### src/rtl/bus_sync_pulse_pkg.sv
// Shared constants for qualifier-based clock-domain crossings.
// Holds the legal synchroniser depth range and the edge-mode encodings.
package bus_sync_pulse_pkg;

    localparam int MIN_SYNC_STAGES = 2;
    localparam int MAX_SYNC_STAGES = 4;

    localparam int EDGE_RISE   = 0;
    localparam int EDGE_TOGGLE = 1;

endpackage

### src/rtl/bus_sync_pulse_bit_sync_chain.sv
// Single-bit multi-flop synchroniser into the CLK domain.
// Latency: NUM_STAGES CLK edges. No backpressure: samples every edge.
module bit_sync_chain #(
    parameter int NUM_STAGES = 2
) (
    input  logic CLK,
    input  logic RST,
    input  logic async_bit,
    output logic sync_bit
);

    logic [NUM_STAGES-1:0] sync;

    always_ff @(posedge CLK or posedge RST) begin
        if (RST) begin
            sync <= '0;
        end else begin
            sync <= {sync[NUM_STAGES-2:0], async_bit};
        end
    end

    assign sync_bit = sync[NUM_STAGES-1];

endmodule

### src/rtl/bus_sync_pulse.sv
// Destination-side bus CDC: synchronised qualifier edge captures a held source bus.
// Latency: NUM_STAGES+1 CLK edges from qualifier sample to pulse. No backpressure.
module bus_sync_pulse
    import bus_sync_pulse_pkg::*;
#(
    parameter int NUM_STAGES  = 2,
    parameter int BUS_WIDTH   = 8,
    parameter int TOGGLE_MODE = 0,
    parameter int CNT_WIDTH   = 8
) (
    input  logic                 CLK,
    input  logic                 RST,
    input  logic [BUS_WIDTH-1:0] UNSYNC_BUS,
    input  logic                 BUS_ENABLE,
    output logic [BUS_WIDTH-1:0] SYNC_BUS,
    output logic                 ENABLE_PULSE,
    output logic [CNT_WIDTH-1:0] CAPTURE_CNT
);

    localparam logic [CNT_WIDTH-1:0] CNT_ONE = 1;

    if (NUM_STAGES < MIN_SYNC_STAGES || NUM_STAGES > MAX_SYNC_STAGES) begin : g_bad_stages
        $error("bus_sync_pulse: NUM_STAGES must be within 2..4");
    end

    if (TOGGLE_MODE != EDGE_RISE && TOGGLE_MODE != EDGE_TOGGLE) begin : g_bad_mode
        $error("bus_sync_pulse: TOGGLE_MODE must be 0 or 1");
    end

    logic sync_last;
    logic prev;
    logic det;

    bit_sync_chain #(
        .NUM_STAGES (NUM_STAGES)
    ) u_qual_sync (
        .CLK       (CLK),
        .RST       (RST),
        .async_bit (BUS_ENABLE),
        .sync_bit  (sync_last)
    );

    always_comb begin
        det = 1'b0;
        if (TOGGLE_MODE == EDGE_TOGGLE) begin
            det = sync_last ^ prev;
        end else begin
            det = sync_last & ~prev;
        end
    end

    // The bus is only sampled on det; the sender guarantees it is stable by then.
    always_ff @(posedge CLK or posedge RST) begin
        if (RST) begin
            prev         <= 1'b0;
            ENABLE_PULSE <= 1'b0;
            SYNC_BUS     <= '0;
            CAPTURE_CNT  <= '0;
        end else begin
            prev         <= sync_last;
            ENABLE_PULSE <= det;
            if (det) begin
                SYNC_BUS    <= UNSYNC_BUS;
                CAPTURE_CNT <= CAPTURE_CNT + CNT_ONE;
            end
        end
    end

endmodule

### config.mk
export PLATFORM = sky130hd
export DESIGN_NAME = bus_sync_pulse
export DESIGN_NICKNAME = d
export VERILOG_FILES = /design/src/rtl/bus_sync_pulse_pkg.sv /design/src/rtl/bus_sync_pulse_bit_sync_chain.sv /design/src/rtl/bus_sync_pulse.sv
export SDC_FILE = /design/constraint.sdc
export NUM_CORES = 1
export LEC_CHECK = 0
export ABC_AREA = 1
export ABC_CLOCK_PERIOD_IN_PS = 1200
export CORE_MARGIN = 3
export CORE_UTILIZATION = 30
export CTS_CLUSTER_SIZE = 40
export DETAILED_ROUTE_END_ITERATION = 10
export DONT_BUFFER_PORTS = 1
export GPL_ROUTABILITY_DRIVEN = 1
export PLACE_DENSITY_LB_ADDON = 0.12
export SLEW_MARGIN = 25
export SYNTH_ARGS = -nofsm -noshare
export SYNTH_HDL_FRONTEND = slang
export SYNTH_HIERARCHICAL = 1
export SYNTH_SLANG_ARGS = --single-unit
export TNS_END_PERCENT = 100
### constraint.sdc
create_clock -name CLK -period 1.2 [get_ports CLK]
set_clock_uncertainty 0.1 [all_clocks]
set_input_delay 0.12 -clock CLK [delete_from_list [all_inputs] [get_ports CLK]]
set_output_delay 0.12 -clock CLK [all_outputs]
set_load 0.005 [all_outputs]
==> flow_metrics.env, run 1 <==
export IMPL_pre_cts_slack_ps=11.3
export IMPL_busiest_layer="met2"
export IMPL_grt_setup_unrepaired="true"
export IMPL_wl_per_cell_um=12.6
export IMPL_fin_tns_setup_ps=0
export IMPL_grt_overflow=0
export IMPL_antenna_diode_count=0
export IMPL_irDropWorstVdd_uv=699
export IMPL_io_pins=28
export IMPL_finalPower_mw=1.75
export IMPL_setup_viol=0
export IMPL_grt_pass1_wl_um=2960
export IMPL_area_growth_syn_to_layout_pct=28.6
export IMPL_dr_pass1_iters=2
export IMPL_placed_area_um2=923
export IMPL_synth_top_area_share_pct=59.3
export IMPL_grtUsageTotal_pct=11.4
export IMPL_port_buffers=0
export IMPL_worstPathArrival_ps=1230
export IMPL_dieHeight_um=59.0
export IMPL_gp_congestion=0.753
export IMPL_end_kind="flop"
export IMPL_hpwl_um=1210
export IMPL_ys_types=15
export IMPL_start_util_pct=32.8
export IMPL_die_w_um=59.0
export IMPL_p_leak_nw=0.572
export IMPL_drc=0
export IMPL_min_period_over_period_pct=93.3
export IMPL_htreeDepth=1
export IMPL_drtIter0Drc=6
export IMPL_drive_above_1_share_pct=19.3
export IMPL_slowest_delay_ps=380
export IMPL_finalMaxSlewViolations=0
export IMPL_synth_cells=88
export IMPL_yosysTopAreaCell="dfrtp_1"
export IMPL_cts_buffers_inserted=3
export IMPL_tritoncts="yes"
export IMPL_cts_root_buf="clkbuf_4"
export IMPL_critPathMaxFanout=3
export IMPL_via_count=611
export IMPL_fin_crit_ps=1120
export IMPL_relSlewSlack_pct=84.1
export IMPL_met1_usage_pct=13.6
export IMPL_place_inst=123
export IMPL_synth_seq_cells=20
export IMPL_max_freq_mhz=893
export IMPL_drv_cap=0
export IMPL_clk_latency_ps=300
export IMPL_layout_nets=122
export IMPL_cp_cell_sequence="ha_1 > nand3_2 > nor2_4 > nand2_1 > nand2_1 > nand2_1"
export IMPL_setup_ws_ps=80.2
export IMPL_cts_num_sinks=20
export IMPL_cp_common_cell="nand2_1"
export IMPL_hold_viol=0
export IMPL_status="finished clean"
export IMPL_crit_required_ps=1310
export IMPL_tightestPinTransition_ps=238
export IMPL_p_per_area_nw_per_um2=1610
export IMPL_synth_warnings=6
export IMPL_syn_nets=100
export IMPL_synth_area_leaders="dfrtp_1, nand2_1, inv_1"
export IMPL_final_antenna_net_count=0
export IMPL_core_area_um2=2570
export IMPL_routed_via_density=4.40
export IMPL_die_area_um2=3480
export IMPL_avgSynthCellArea_um2=9.58
export IMPL_cp_start_kind="flop"
export IMPL_synth_seq_area_share_pct=59.3
export IMPL_antenna_found_initial=0
export IMPL_use_met2_pct=19.2
export IMPL_use_met3_pct=4.14
export IMPL_critPathKind="flop to flop"
export IMPL_fin_cells=139
export IMPL_synthesis_area_um2=843
export IMPL_rows=18
export IMPL_crit_slowest_cell="dfrtp_1"
export IMPL_wirelength_um=1760
export IMPL_clockBufferDepth=2
export IMPL_grt_pass1_vias=657
export IMPL_grt_max_degree=19
export IMPL_clk_transition_reported_paths_ps=130
export IMPL_post_route_cell_area_um2=1080
export IMPL_hold_class="primary input to asynchronous set/reset pin"
## worst max-delay path: cells and delay by family, from the launching register on
family | cells | cell delay (ps)
simple gates | 5 | 400
flops | 1 | 380
fa+ha+maj | 1 | 160
## metal layers
layer  routed length [um]  part of all wire, %
met1                  771                   44
met2                  868                   49
met3                  103                  5.9
met4                   12                 0.68
met5                    0                    0
## cells in the final DEF, fill, tap and decap left out, types with 2 or more instances in the layout
cell	Yosys	layout
inv_1	10	9
dfrtp_1	20	20
nand3_2	2	2
buf_4	0	8
nand3b_1	2	2
nand2_1	41	41
dlygate4sd3_1	0	10
nand3_1	2	2
clkbuf_4	0	3
nor2_4	1	2
## cells by family (layout without fill, tap and decap cells)
kind of cell,after synthesis,after routing,share of synthesized area [%]
AO/OA/AOI/OAI,1,1,0.891
XOR/XNOR,3,3,4.01
adder cells (fa/ha/maj),1,1,1.48
buffers and inverters,12,33,7.12
flip-flops,20,20,59.3
AND/OR/NAND/NOR,51,51,27.2
## worst paths after layout
| kind | startpoint | endpoint | slack, ps | cells after the start |
|---|---|---|---|---|
| setup / recovery | CAPTURE_CNT[0] | CAPTURE_CNT[6] | 80 | 6 |
| setup reg to reg | CAPTURE_CNT[0] | CAPTURE_CNT[6] | 80 | 6 |
| max in group asynchronous | RST | SYNC_BUS[4] | 610 | 3 |
| min in group CLK | BUS_ENABLE | u_qual_sync/sync[0] | 260 | 1 |
| hold reg to reg | u_qual_sync/sync[0] | u_qual_sync/sync[1] | 290 | 0 |
| hold / removal | RST | u_qual_sync/sync[0] | 30 | 2 |
## layout make-up
cell class / count / area, um^2
Tap cell: 30 / 37.5
Clock buffer: 4 / 36.3
Inverter: 10 / 37.5
Multi-Input combinational cell: 56 / 293
Fill cell: 269 / 1480
Timing Repair Buffer: 19 / 180
Sequential cell: 20 / 500
## metrics by stage
step,hold slack [ps],util [%]
finish,25.4,42.3
global route,35.6,42.3
CTS,21.8,41.5
detailed placement,-221,36.0
global placement,-226,36.0
floorplan,-239,-
## cell usage after synthesis, drive strengths merged
cell type and n:
nand2 42, nand3b 2, inv 10, o21bai 1
ha 1, nor2 3, nand3 4, buf 2
xnor2 1, xor2 2, dfrtp 20
## what timing repair did
action,CTS,global route
endpoints found under the setup margin,8,14
gates cloned,0,0
endpoints found under the hold margin,29,0
hold buffers,10,0
setup buffers,0,2
pin swaps,0,3
resized for setup,1,2
## power breakdown
group          switching [mW]  leakage, nW  total [mW]  internal, mW
Sequential              0.121        0.249       0.920         0.799
Clock                   0.218       0.0210       0.403         0.185
Combinational           0.217        0.302       0.426         0.209
Total                   0.555        0.572        1.75          1.19
## flip-flops by register name, summed over array words and instances (netlist names)
signal and count:
prev 1, ENABLE_PULSE 1, CAPTURE_CNT 8, u_qual_sync/sync 2, SYNC_BUS 8
No activity file was read; power rests on OpenSTA's default activity.
==> inputs of run 2 (changes only) <==
Settings changed: ABC_AREA 1 to 0.
==> flow_metrics.env, run 2 <==
export IMPL_synthesis_area_um2=795
export IMPL_grt_overflow=0
export IMPL_grt_setup_unrepaired="true"
export IMPL_crit_buf_inv=1
export IMPL_tritoncts="yes"
export IMPL_htreeDepth=1
export IMPL_fin_tns_setup_ps=-1.94
export IMPL_grt_pass1_wl_um=2130
export IMPL_timing_rr_start="u_qual_sync/sync[1]"
export IMPL_num_fill_cells=228
export IMPL_layout_commonest_cell="dfrtp_1"
export IMPL_synth_seq_cells=20
export IMPL_die_area_um2=3300
export IMPL_dieHeight_um=57.5
export IMPL_dr_pass1_iters=4
export IMPL_final_antenna_net_count=0
export IMPL_violations="setup timing"
export IMPL_synth_warnings=6
export IMPL_rows=18
export IMPL_avgSynthCellArea_um2=15.9
export IMPL_drc=0
export IMPL_busiest_layer="met2"
export IMPL_crit_required_ps=1300
export IMPL_multiInputGateArea_um2=270
export IMPL_clk_transition_reported_paths_ps=120
export IMPL_status="finished with violations"
export IMPL_setup_viol=1
export IMPL_critPathKind="flop to flop"
export IMPL_cp_cell_sequence="nor2b_4 > buf_12 > mux2_4"
export IMPL_hpwl_um=949
export IMPL_synth_common_cells="dfrtp_1, xnor2_1, mux2_4"
export IMPL_yosysTopAreaCell="dfrtp_1"
export IMPL_slowest_delay_ps=380
export IMPL_area_growth_syn_to_layout_pct=33.4
export IMPL_cts_num_sinks=20
export IMPL_synth_seq_area_share_pct=63.0
export IMPL_gp_congestion=0.715
export IMPL_max_freq_mhz=832
export IMPL_wl_per_cell_um=13.2
export IMPL_io_pins=28
export IMPL_min_period_over_period_pct=100
export IMPL_use_met2_pct=12.3
export IMPL_cts_buffers_inserted=3
export IMPL_routed_via_density=4.55
export IMPL_via_count=464
export IMPL_ys_async_sr_fraction_pct=100
export IMPL_reg2reg_to="SYNC_BUS[1]"
export IMPL_drive_above_1_share_pct=34.7
export IMPL_met1_usage_pct=10.8
export IMPL_die_w_um=57.5
export IMPL_crit_slowest_cell="dfrtp_1"
export IMPL_clockBufferDepth=2
export IMPL_grt_max_degree=19
export IMPL_cp_start_kind="flop"
export IMPL_rr_worst_depth=3
export IMPL_finalPower_mw=1.97
export IMPL_port_buffers=0
export IMPL_use_met3_pct=4.52
export IMPL_fin_util_pct=42.4
export IMPL_relSlewSlack_pct=84.1
export IMPL_drv_cap=0
export IMPL_grtUsageTotal_pct=8.77
export IMPL_hold_class="primary input to asynchronous set/reset pin"
export IMPL_worstPathArrival_ps=1300
export IMPL_crit_family="flip-flops"
export IMPL_syn_nets=62
export IMPL_wirelength_um=1350
export IMPL_finalMaxSlewViolations=0
export IMPL_drtIter0Drc=10
export IMPL_antenna_found_initial=0
export IMPL_hold_viol=0
export IMPL_fin_crit_ps=1200
export IMPL_reg_largest_list="CAPTURE_CNT: 8 flops, SYNC_BUS: 8 flops, u_qual_sync/sync: 2 flops"
export IMPL_cts_root_buf="clkbuf_4"
export IMPL_end_kind="flop"
export IMPL_core_area_um2=2500
export IMPL_pre_cts_slack_ps=-31.8
export IMPL_setup_ws_ps=-1.94
export IMPL_tightestPinTransition_ps=238
export IMPL_regArea_um2=500
export IMPL_grt_pass1_vias=457
export IMPL_p_leak_nw=0.493
export IMPL_post_route_cell_area_um2=1060
export IMPL_r2r_slack_ps=-2
export IMPL_antenna_diode_count=0
export IMPL_ys_types=14
export IMPL_placed_area_um2=881
export IMPL_synth_top_area_share_pct=63.0
export IMPL_critPathMaxFanout=7
export IMPL_layout_nets=85
export IMPL_clk_latency_ps=300
export IMPL_synth_cells=50
export IMPL_p_per_area_nw_per_um2=1860
export IMPL_final_cell_mix="dfrtp_1, dlygate4sd3_1, mux2_4"
export IMPL_synth_ff_type="dfrtp_1"
export IMPL_yosysMostFrequentCell="dfrtp_1"
export IMPL_synth_edf_count=0
export IMPL_start_util_pct=31.8
export IMPL_synth_area_leaders="dfrtp_1, mux2_4, xnor2_1"
export IMPL_irDropWorstVdd_uv=959
==> run 2: cell count changes after synthesis, moves of 2 or more <==
cell / before / now
nor2_2: 2 / 0
mux2_2: 0 / 4
nand4_1: 0 / 3
inv_1: 10 / 2
xnor2_1: 1 / 6
nand3_1: 2 / 0
nand3_2: 2 / 0
nand3b_1: 2 / 0
mux2_4: 0 / 5
nand2_1: 41 / 3
==> run 2: report_power, final <==
group          leakage (nW)  internal [mW]  switching (mW)
clock network        0.0279          0.337           0.209
registers             0.244          0.812           0.108
logic                 0.222          0.320           0.187
total                 0.493           1.47           0.504
==> run 2: cells by family after synthesis <==
| kind of cell | Yosys count | share of synthesized area [%] |
|---|---|---|
| muxes | 9 | 15.1 |
| buffers and inverters | 4 | 4.88 |
| xor gates and xnor gates | 7 | 7.72 |
| DFF | 20 | 63.0 |
| and+or+nand+nor | 9 | 7.72 |
| adders and majority gates | 1 | 1.57 |
==> run 2: area by class of cell <==
type                    count  share of cell area, %
clock inverters             1                   2.83
multi-input cells          26                   25.5
well taps                  30                   3.54
repair buffers             20                   18.1
flip-flops and latches     20                   47.2
clock buffers               3                   2.13
inverters                   2                  0.708
==> run 2: worst max-delay path by stage <==
stage	slack, ps	to	cells past startpoint	start
floorplan	-40	CAPTURE_CNT[1]	4	u_qual_sync/sync[1]
CTS	-30	SYNC_BUS[1]	3	prev
global route	-50	CAPTURE_CNT[7]	3	prev
global placement	-10	SYNC_BUS[6]	3	prev
finish	-2	SYNC_BUS[1]	3	u_qual_sync/sync[1]
detailed placement	-30	SYNC_BUS[6]	3	prev
==> run 2: through the flow <==
stage | instances | hold WS [ps]
final | 102 | 24.7
after global routing | 102 | 14.7
after CTS | 101 | -145
after detailed placement | 87 | -232
after global placement | 87 | -233
after floorplan | 50 | -239
==> run 2: repair_timing <==
item | in CTS | in global routing
pin swaps | 1 | 2
endpoints found under the hold margin | 29 | 1
resized for setup | 1 | 4
hold buffers | 9 | 1
cloned | 0 | 0
endpoints found under the setup margin | 9 | 13
setup buffers | 1 | 0
==> run 2: worst register-to-register path, stage by stage, from the launching register on <==
cell and delay [ps]:
dfrtp_1 380, nor2b_4 190, buf_12 140, mux2_4 300
==> run 2: routing by layer <==
| layer | vias to the layer above | share of wire [%] | wire length, um |
|---|---|---|---|
| li1 | 215 | - | - |
| met1 | 226 | 43 | 578 |
| met2 | 23 | 47 | 637 |
| met3 | 0 | 9.8 | 132 |
| met4 | 0 | 0 | 0 |
| met5 | - | 0 | 0 |
